### src/rtl/pipe_skid_stage_pkg.sv
// Shared definitions for the elastic pipeline stage: FSM state encodings.
package pipe_skid_stage_pkg;

  typedef enum logic [1:0] {
    PIPE_ST_EMPTY = 2'b00,
    PIPE_ST_BUSY  = 2'b01,
    PIPE_ST_FULL  = 2'b10
  } pipe_state_e;

endpackage

### src/rtl/pipe_stage_entry.sv
// One {ctrl,data} holding register for the skid stage, with load enable and
// synchronous clear (clear wins over load).
module pipe_stage_entry #(
  parameter int W = 8
) (
  input  logic         clk,
  input  logic         i_clr,
  input  logic         i_load,
  input  logic [W-1:0] i_d,
  output logic [W-1:0] o_q
);

  logic [W-1:0] r_q;

  // Hold the entry; clear drops it, load captures a new one.
  always_ff @(posedge clk) begin
    if (i_clr) begin
      r_q <= '0;
    end else if (i_load) begin
      r_q <= i_d;
    end
  end

  assign o_q = r_q;

endmodule

### src/rtl/pipe_skid_stage.sv
// Elastic pipeline stage: valid/ready handshake with a main entry and a skid
// entry, full throughput, o_ready decoded straight from the state register.
// Control bundle is zeroed whenever nothing is presented downstream.
// Optional feature macro: PIPE_SKID_PERF_CNT_EN adds saturating stall/bubble
// counters (o_stall_cnt, o_bubble_cnt); without it those ports do not exist.
//
// state | meaning
// EMPTY | no entry held
// BUSY  | main entry valid, skid empty
// FULL  | main and skid entries valid, input blocked
module pipe_skid_stage
  import pipe_skid_stage_pkg::*;
#(
  parameter int CTRL_WIDTH = 10,
  parameter int DATA_WIDTH = 128,
  parameter int CNT_WIDTH  = 32
) (
  input  logic                  clk,
  input  logic                  i_rst,
  input  logic                  i_flush,
  input  logic                  i_valid,
  output logic                  o_ready,
  input  logic [CTRL_WIDTH-1:0] i_ctrl,
  input  logic [DATA_WIDTH-1:0] i_data,
  output logic                  o_valid,
  input  logic                  i_ready,
  output logic [CTRL_WIDTH-1:0] o_ctrl,
  output logic [DATA_WIDTH-1:0] o_data
`ifdef PIPE_SKID_PERF_CNT_EN
  ,
  output logic [CNT_WIDTH-1:0]  o_stall_cnt,
  output logic [CNT_WIDTH-1:0]  o_bubble_cnt
`endif
);

  localparam int EW = CTRL_WIDTH + DATA_WIDTH;

  pipe_state_e r_state;
  pipe_state_e w_next;
  logic        w_in_fire;
  logic        w_out_fire;
  logic        w_main_load;
  logic        w_skid_load;
  logic        w_main_from_skid;
  logic        w_clr;
  logic [EW-1:0] w_in_entry;
  logic [EW-1:0] w_main_d;
  logic [EW-1:0] w_main_q;
  logic [EW-1:0] w_skid_q;

  assign o_valid    = (r_state != PIPE_ST_EMPTY);
  assign o_ready    = (r_state != PIPE_ST_FULL);
  assign w_in_fire  = i_valid & o_ready;
  assign w_out_fire = o_valid & i_ready;
  assign w_clr      = i_rst | i_flush;

  // State register; reset and flush both discard everything held.
  always_ff @(posedge clk) begin
    if (w_clr) begin
      r_state <= PIPE_ST_EMPTY;
    end else begin
      r_state <= w_next;
    end
  end

  // Next state and entry load strobes from the two handshakes.
  always_comb begin
    w_next           = r_state;
    w_main_load      = 1'b0;
    w_skid_load      = 1'b0;
    w_main_from_skid = 1'b0;
    case (r_state)
      PIPE_ST_EMPTY: begin
        if (w_in_fire) begin
          w_next      = PIPE_ST_BUSY;
          w_main_load = 1'b1;
        end
      end
      PIPE_ST_BUSY: begin
        if (w_in_fire && w_out_fire) begin
          w_main_load = 1'b1;
        end else if (w_in_fire) begin
          w_next      = PIPE_ST_FULL;
          w_skid_load = 1'b1;
        end else if (w_out_fire) begin
          w_next = PIPE_ST_EMPTY;
        end
      end
      PIPE_ST_FULL: begin
        // o_ready is low here, so only the skid entry can advance.
        if (w_out_fire) begin
          w_next           = PIPE_ST_BUSY;
          w_main_load      = 1'b1;
          w_main_from_skid = 1'b1;
        end
      end
      default: begin
        w_next = PIPE_ST_EMPTY;
      end
    endcase
  end

  assign w_in_entry = {i_ctrl, i_data};
  assign w_main_d   = w_main_from_skid ? w_skid_q : w_in_entry;

  pipe_stage_entry #(.W(EW)) u_main (
    .clk    (clk),
    .i_clr  (w_clr),
    .i_load (w_main_load),
    .i_d    (w_main_d),
    .o_q    (w_main_q)
  );

  pipe_stage_entry #(.W(EW)) u_skid (
    .clk    (clk),
    .i_clr  (w_clr),
    .i_load (w_skid_load),
    .i_d    (w_in_entry),
    .o_q    (w_skid_q)
  );

  // Bubble is a guaranteed no-op downstream: ctrl gated by o_valid.
  assign o_ctrl = w_main_q[EW-1:DATA_WIDTH] & {CTRL_WIDTH{o_valid}};
  assign o_data = w_main_q[DATA_WIDTH-1:0];

`ifdef PIPE_SKID_PERF_CNT_EN
  logic [CNT_WIDTH-1:0] r_stall_cnt;
  logic [CNT_WIDTH-1:0] r_bubble_cnt;

  // Saturating perf counters; flush leaves them alone, only reset clears.
  always_ff @(posedge clk) begin
    if (i_rst) begin
      r_stall_cnt  <= '0;
      r_bubble_cnt <= '0;
    end else begin
      if (o_valid && !i_ready && (r_stall_cnt != {CNT_WIDTH{1'b1}})) begin
        r_stall_cnt <= r_stall_cnt + 1'b1;
      end
      if (!o_valid && (r_bubble_cnt != {CNT_WIDTH{1'b1}})) begin
        r_bubble_cnt <= r_bubble_cnt + 1'b1;
      end
    end
  end

  assign o_stall_cnt  = r_stall_cnt;
  assign o_bubble_cnt = r_bubble_cnt;
`else
  // Counter width has no meaning without the counters; keep it referenced.
  if (CNT_WIDTH < 1) begin : g_cnt_width_unused
  end
`endif

endmodule

### config.mk
export PLATFORM = sky130hd
export DESIGN_NAME = pipe_skid_stage
export DESIGN_NICKNAME = d
export VERILOG_FILES = /design/src/rtl/pipe_skid_stage_pkg.sv /design/src/rtl/pipe_stage_entry.sv /design/src/rtl/pipe_skid_stage.sv
export SDC_FILE = /design/constraint.sdc
export NUM_CORES = 1
export LEC_CHECK = 0
export CORE_MARGIN = 2
export CORE_UTILIZATION = 51
export CTS_CLUSTER_SIZE = 28
export DETAILED_ROUTE_END_ITERATION = 6
export PLACE_DENSITY = 0.87
export SLEW_MARGIN = 20
export SYNTH_ARGS = -nofsm -noshare
export SYNTH_HDL_FRONTEND = slang
export SYNTH_SLANG_ARGS = --single-unit
### constraint.sdc
create_clock -name clk -period 1.8 [get_ports clk]
set_input_delay 0.36 -clock clk [delete_from_list [all_inputs] [get_ports clk]]
set_output_delay 0.36 -clock clk [all_outputs]
set_load 0.03 [all_outputs]
### Yosys cells after proc, flatten, opt, wreduce, memory -nomap -nowiden

Cells that the tools add are included.

| word-level totals | value |
|---|---|
| bits of input ports | 143 |
| word-level logic and storage cells | 32 |
| bits in registers | 278 |
| output and inout port bits | 140 |

| cells by class | value |
|---|---|
| multiplexer cells | 14 |
| bitwise operators | 4 |
| equal/unequal tests | 7 |
| reduce and logical (&&, ||, !) cells | 4 |

Operator list:

| cell | number |
|---|---|
| 138-bit two-way mux | 1 |
| 10-bit AND | 1 |
| 2-bit two-way mux | 5 |
| 2-bit inequality test (second input constant) | 4 |
| 1-bit two-way mux | 6 |
| 2-bit one-hot mux with 3 select lines | 1 |
| 4-bit AND reduction | 1 |
| 3-bit inequality test (second input constant) | 1 |
| 1-bit one-hot mux with 3 select lines | 1 |
| 1-bit AND | 2 |
| 2-bit by 1-bit equality test with 1-bit output (second input constant) | 1 |
| 2-bit equality test (second input constant) | 1 |
| 2-bit zero test | 1 |
| 2-bit nonzero test | 1 |
| 1-bit logical AND | 1 |
| 1-bit OR | 1 |

### Logic depth before layout (Yosys ltp)

| depth | value |
|---|---|
| depth after elaboration | 6 |
| depth in mapped cells | 7 |
| depth with buffers taken out | 3 |

### Modules after synthesis

A second synthesis with hierarchy kept.

| unflattened totals | value |
|---|---|
| cells, all modules | 1071 |
| area, all modules | 12329.3 µm² |

By module, submodules not included:

| module | cells an instance | instances | area an instance (µm²) |
|---|---|---|---|
| pipe_stage_entry | 445 | 2 | 5008.6 |
| pipe_skid_stage | 181 | 1 | 2312.2 |

### Worst setup path after synthesis

OpenSTA, ideal clock, no wires.

| timing path | value |
|---|---|
| path kind | register to output |
| start point | register r_state[1] |
| end point | output o_ctrl[0] |
| arrival | 1156 ps |
| cell stages (with the launch flop) | 5 |
| path slack | 284 ps |
| required time | 1440 ps |
| path through | dfxtp_1 buf_2 nor2_1 clkbuf_1 nor2b_1 |

| on the way | value |
|---|---|
| longest elaborated chain between the ends | 2 |

Ends and longest elaborated chain:

| item | RTL line | RTL |
|---|---|---|
| start, declared | pipe_skid_stage.sv:38 | `pipe_state_e r_state;` |
| start signal, assigned | pipe_skid_stage.sv:62 | `r_state <= w_next;` |
| 2-bit nonzero test | pipe_skid_stage.sv:51 | `assign o_valid = (r_state != PIPE_ST_EMPTY);` |
| 10-bit AND | pipe_skid_stage.sv:123 | `assign o_ctrl = w_main_q[EW-1:DATA_WIDTH] & {CTRL_WIDTH{o_valid}};` |
| end, declared | pipe_skid_stage.sv:27 | `output logic [CTRL_WIDTH-1:0] o_ctrl,` |

Every way passes these cells.

### Worst setup path in the final report

| timing path | value |
|---|---|
| start point | register r_state[1] |
| end point | output o_ctrl[7] |

The elaborated chain is that of the path after synthesis.

==> impl_metrics.csv <==
group,metric,value,unit
timing,rsz0062_at_grt,"yes",
cells_and_area,areaGrowthSynthToFinish,29.2,%
setup_path,crit_start,"r_state[1]$_SDFFE_PP0P_",
route,vias,11960,
placement,io_buffers,282,
grt,antenna_found_initial,1,
yosys,yosys.area.top_type_share,0.448,
setup_path,crit_path_start_kind,"flip-flop",
timing,tns,0,ps
pwr,comb_power_share,0.127,
setup_path,r2r_start,"r_state[1]$_SDFFE_PP0P_",
run_status,outcome,"complete, no violations",
run,maxCapViolCount,0,
yosys,syn_inst,1557,
setup_path,cp_cell_sequence,"nor2_4, buf_6, nor2b_1, buf_4",
cells_and_area,finalNetCount,1818,
setup_path,cp_slowest_cell,"dfxtp_4",
placement,dp_hpwl,23500,um
pwr,power_frac_clock,0.420,
setup_path,rr_endpoint,"u_main.o_q[56]$_SDFFE_PP0P_",
timing,clock.fmax,564,MHz
floorplan,ios,283,
setup_path,worst_ep_arrival_time,1410,ps
floorplan,die_x,160,um
pwr,sequentialPowerShare,0.453,
setup_path,r2r_cells,5,
hold_path,min_path_type,"input port to flip-flop",
timing,worst_slew_pin_slew,395,ps
route,final_antenna_net_count,0,
setup_path,path_delay_family,"flip-flops",
setup_path,slowest_delay,370,ps
route,via_per_inst,5.92,
route,drt_iter0_markers,1150,
timing,setup_viol,0,
floorplan,start_util,0.515,
route,wl,37300,um
timing,worst_hold_slack,400,ps
setup_path,worstSetupPathDepth,4,
route,route.detailed.drc,0,
yosys,syn_area,12400,um2
setup_path,cp_num_buf_inv,2,
route,drt_pass1_iterations,7,
pwr,leakagePower,6.12,nW
cells_and_area,fillers,1962,
yosys,synth.net_count,1700,
yosys,synth_top_area_cell,"dfxtp_1",
clock_network,cts_made_buffers,28,
clock_network,cts_root_buf,"clkbuf_16",
setup_path,required,1440,ps
grt,grt_pass1_vias,11284,
grt,grt_first_pass_wirelength,58400,um
floorplan,dieHeight,160,um
yosys,ys_seq_elements,278,
placement,place_ws,-353,ps
cells_and_area,layout_common_cells,"nand2_1 (550), dfxtp_1 (276), clkdlybuf4s50_1 (142), a21oi_1 (140), a211oi_1 (136)",
yosys,yosysWarningCount,0,
clock_network,clock-sinks,278,
setup_path,cp-endpoint,"o_ctrl[7]",
grt,grt-ovfl-total,0,
clock_network,htreeDepth,1,
timing,relSlewSlack,0.738,
timing,period_share,0.986,
yosys,synth_area_leaders,"dfxtp_1 (45%), nand2_1 (17%), a311oi_1 (9.6%)",
pwr,switching_share,0.250,
pwr,netSwitchingPower,3.54,mW
floorplan,std_cell_rows,57,
clock_network,clk_latency,540,ps
pwr,ir_drop,0.000545,V
floorplan,die_area,25600,um2
setup_path,path_max_fanout,4,
setup_path,worst-setup-path-type,"flip-flop to output pin",
yosys,syn_avg_cell_area,7.98,um2
timing,hold_viol_final,0,
grt,grtUsageTotal,0.273,
pwr,p_per_area,882,nW/um2
yosys,synth_cell_types,26,
cells_and_area,layout_commonest_cell,"nand2_1",
route,wl_per_cell,18.4,um
timing,maxSlewViolCount,0,
grt,grt_max_degree,79,
clock_network,cts_tree,"done",
timing,period_minus_slack,1770,ps
setup_path,r2r_setup_slack,50,ps
yosys,ys_seq_area_frac,0.448,
clock_network,path_clk_slew,70,ps
placement,gp_congestion,0.836,
setup_path,crit_path_end_kind,"output pin",
cells_and_area,drive_above_1_share,0.0926,
timing,fin_ws,25.5,ps
pwr,p_int,10.6,mW
floorplan,core,24100,um2
timing,fin_skew,18.8,ps
clock_network,cts_buffer_depth,3,
-- timing repair --
action | 4_1_cts | 5_1_grt
hold buffers | 0 | 0
gates resized for setup | 201 | 23
buffers inserted | 4 | 0
pin swaps | 2 | 2
setup endpoints to repair | 140 | 31
cloned | 1 | 1
-- power groups by stage --
stage | Clock (mW) | Combinational, mW | Sequential, mW
after floorplan | 0 | 1.11 | 6.52
final | 5.94 | 1.80 | 6.41
after CTS | 6.01 | 1.76 | 6.41
after global placement | 0 | 1.79 | 6.55
after detailed placement | 0 | 1.83 | 6.55
after global routing | 6.26 | 1.91 | 6.43
-- worst min-delay path, cell delays in order --
cell	delay, ps
clkdlybuf4s50_1	410
nand2_1	60
a21oi_1	50
-- Yosys cell counts, drive strengths merged --
library cell and instances:
nor2b 12, dfxtp 278, a31oi 2, o21ai 6
or2 1, a311oi 136, nand3b 1, nand4bb 1
nand2 550, o21a 1, and4bb 1, a21oi 140
a211oi 136, buf 213, clkbuf 68, inv 1
and2 1, nand3 2, nor2 2, and3b 1
or3b 1, nand2b 3
-- worst min-delay path by stage --
| stage | from | end | slack, ps | cells past startpoint |
|---|---|---|---|---|
| after floorplan | u_skid.o_q[114]$_SDFFE_PP0P_ | u_skid.o_q[114]$_SDFFE_PP0P_ | 430 | 2 |
| after global placement | u_skid.o_q[99]$_SDFFE_PP0P_ | u_skid.o_q[99]$_SDFFE_PP0P_ | 440 | 2 |
| after detailed placement | u_skid.o_q[99]$_SDFFE_PP0P_ | u_skid.o_q[99]$_SDFFE_PP0P_ | 450 | 2 |
| after CTS | i_data[95] | u_skid.o_q[95]$_SDFFE_PP0P_ | 380 | 3 |
| after global routing | i_data[106] | u_skid.o_q[106]$_SDFFE_PP0P_ | 390 | 3 |
| final | i_data[100] | u_skid.o_q[100]$_SDFFE_PP0P_ | 400 | 3 |
-- state kept, by name, summed over array words and instances, names as in the netlist --
name	cells
u_main.o_q	138
u_skid.o_q	138
r_state	2
-- metrics by stage --
| stage | area (um2) | instances | power (mW) | utilization |
|---|---|---|---|---|
| after CTS | 16000 | 2018 | 14.2 | 0.662 |
| after floorplan | 12400 | 1557 | 7.62 | - |
| after detailed placement | 15200 | 1963 | 8.38 | 0.629 |
| after global routing | 16000 | 2020 | 14.6 | 0.666 |
| after global placement | 15200 | 1963 | 8.34 | 0.629 |
| final | 16000 | 2020 | 14.2 | 0.666 |
-- per-layer routing --
layer | wire length (um) | vias to the layer above | global-route usage
li1 | - | 5543 | -
met1 | 14600 | 5727 | 0.342
met2 | 18100 | 581 | 0.465
met3 | 3040 | 109 | 0.0501
met4 | 1490 | 0 | 0.109
met5 | 0 | - | 0
-- layout make-up --
type / instances / area [um2] / share of cell area
sequential: 278 / 5570 / 0.347
multi-input combinational: 998 / 5310 / 0.331
timing repair buffer: 368 / 3820 / 0.238
clock buffer: 43 / 808 / 0.0504
tap: 324 / 405 / 0.0253
clock inverter: 7 / 116 / 0.00725
inverter: 1 / 3.75 / 0.000234
antenna: 1 / 2.50 / 0.000156
-- cell families after synthesis --
kind of cell,Yosys count,synth area share
and+or+nand+nor,576,0.180
AOI/OAI and AO/OA,421,0.239
buffers and inverters,282,0.133
DFF,278,0.448
(Power assumes the default switching activity.)
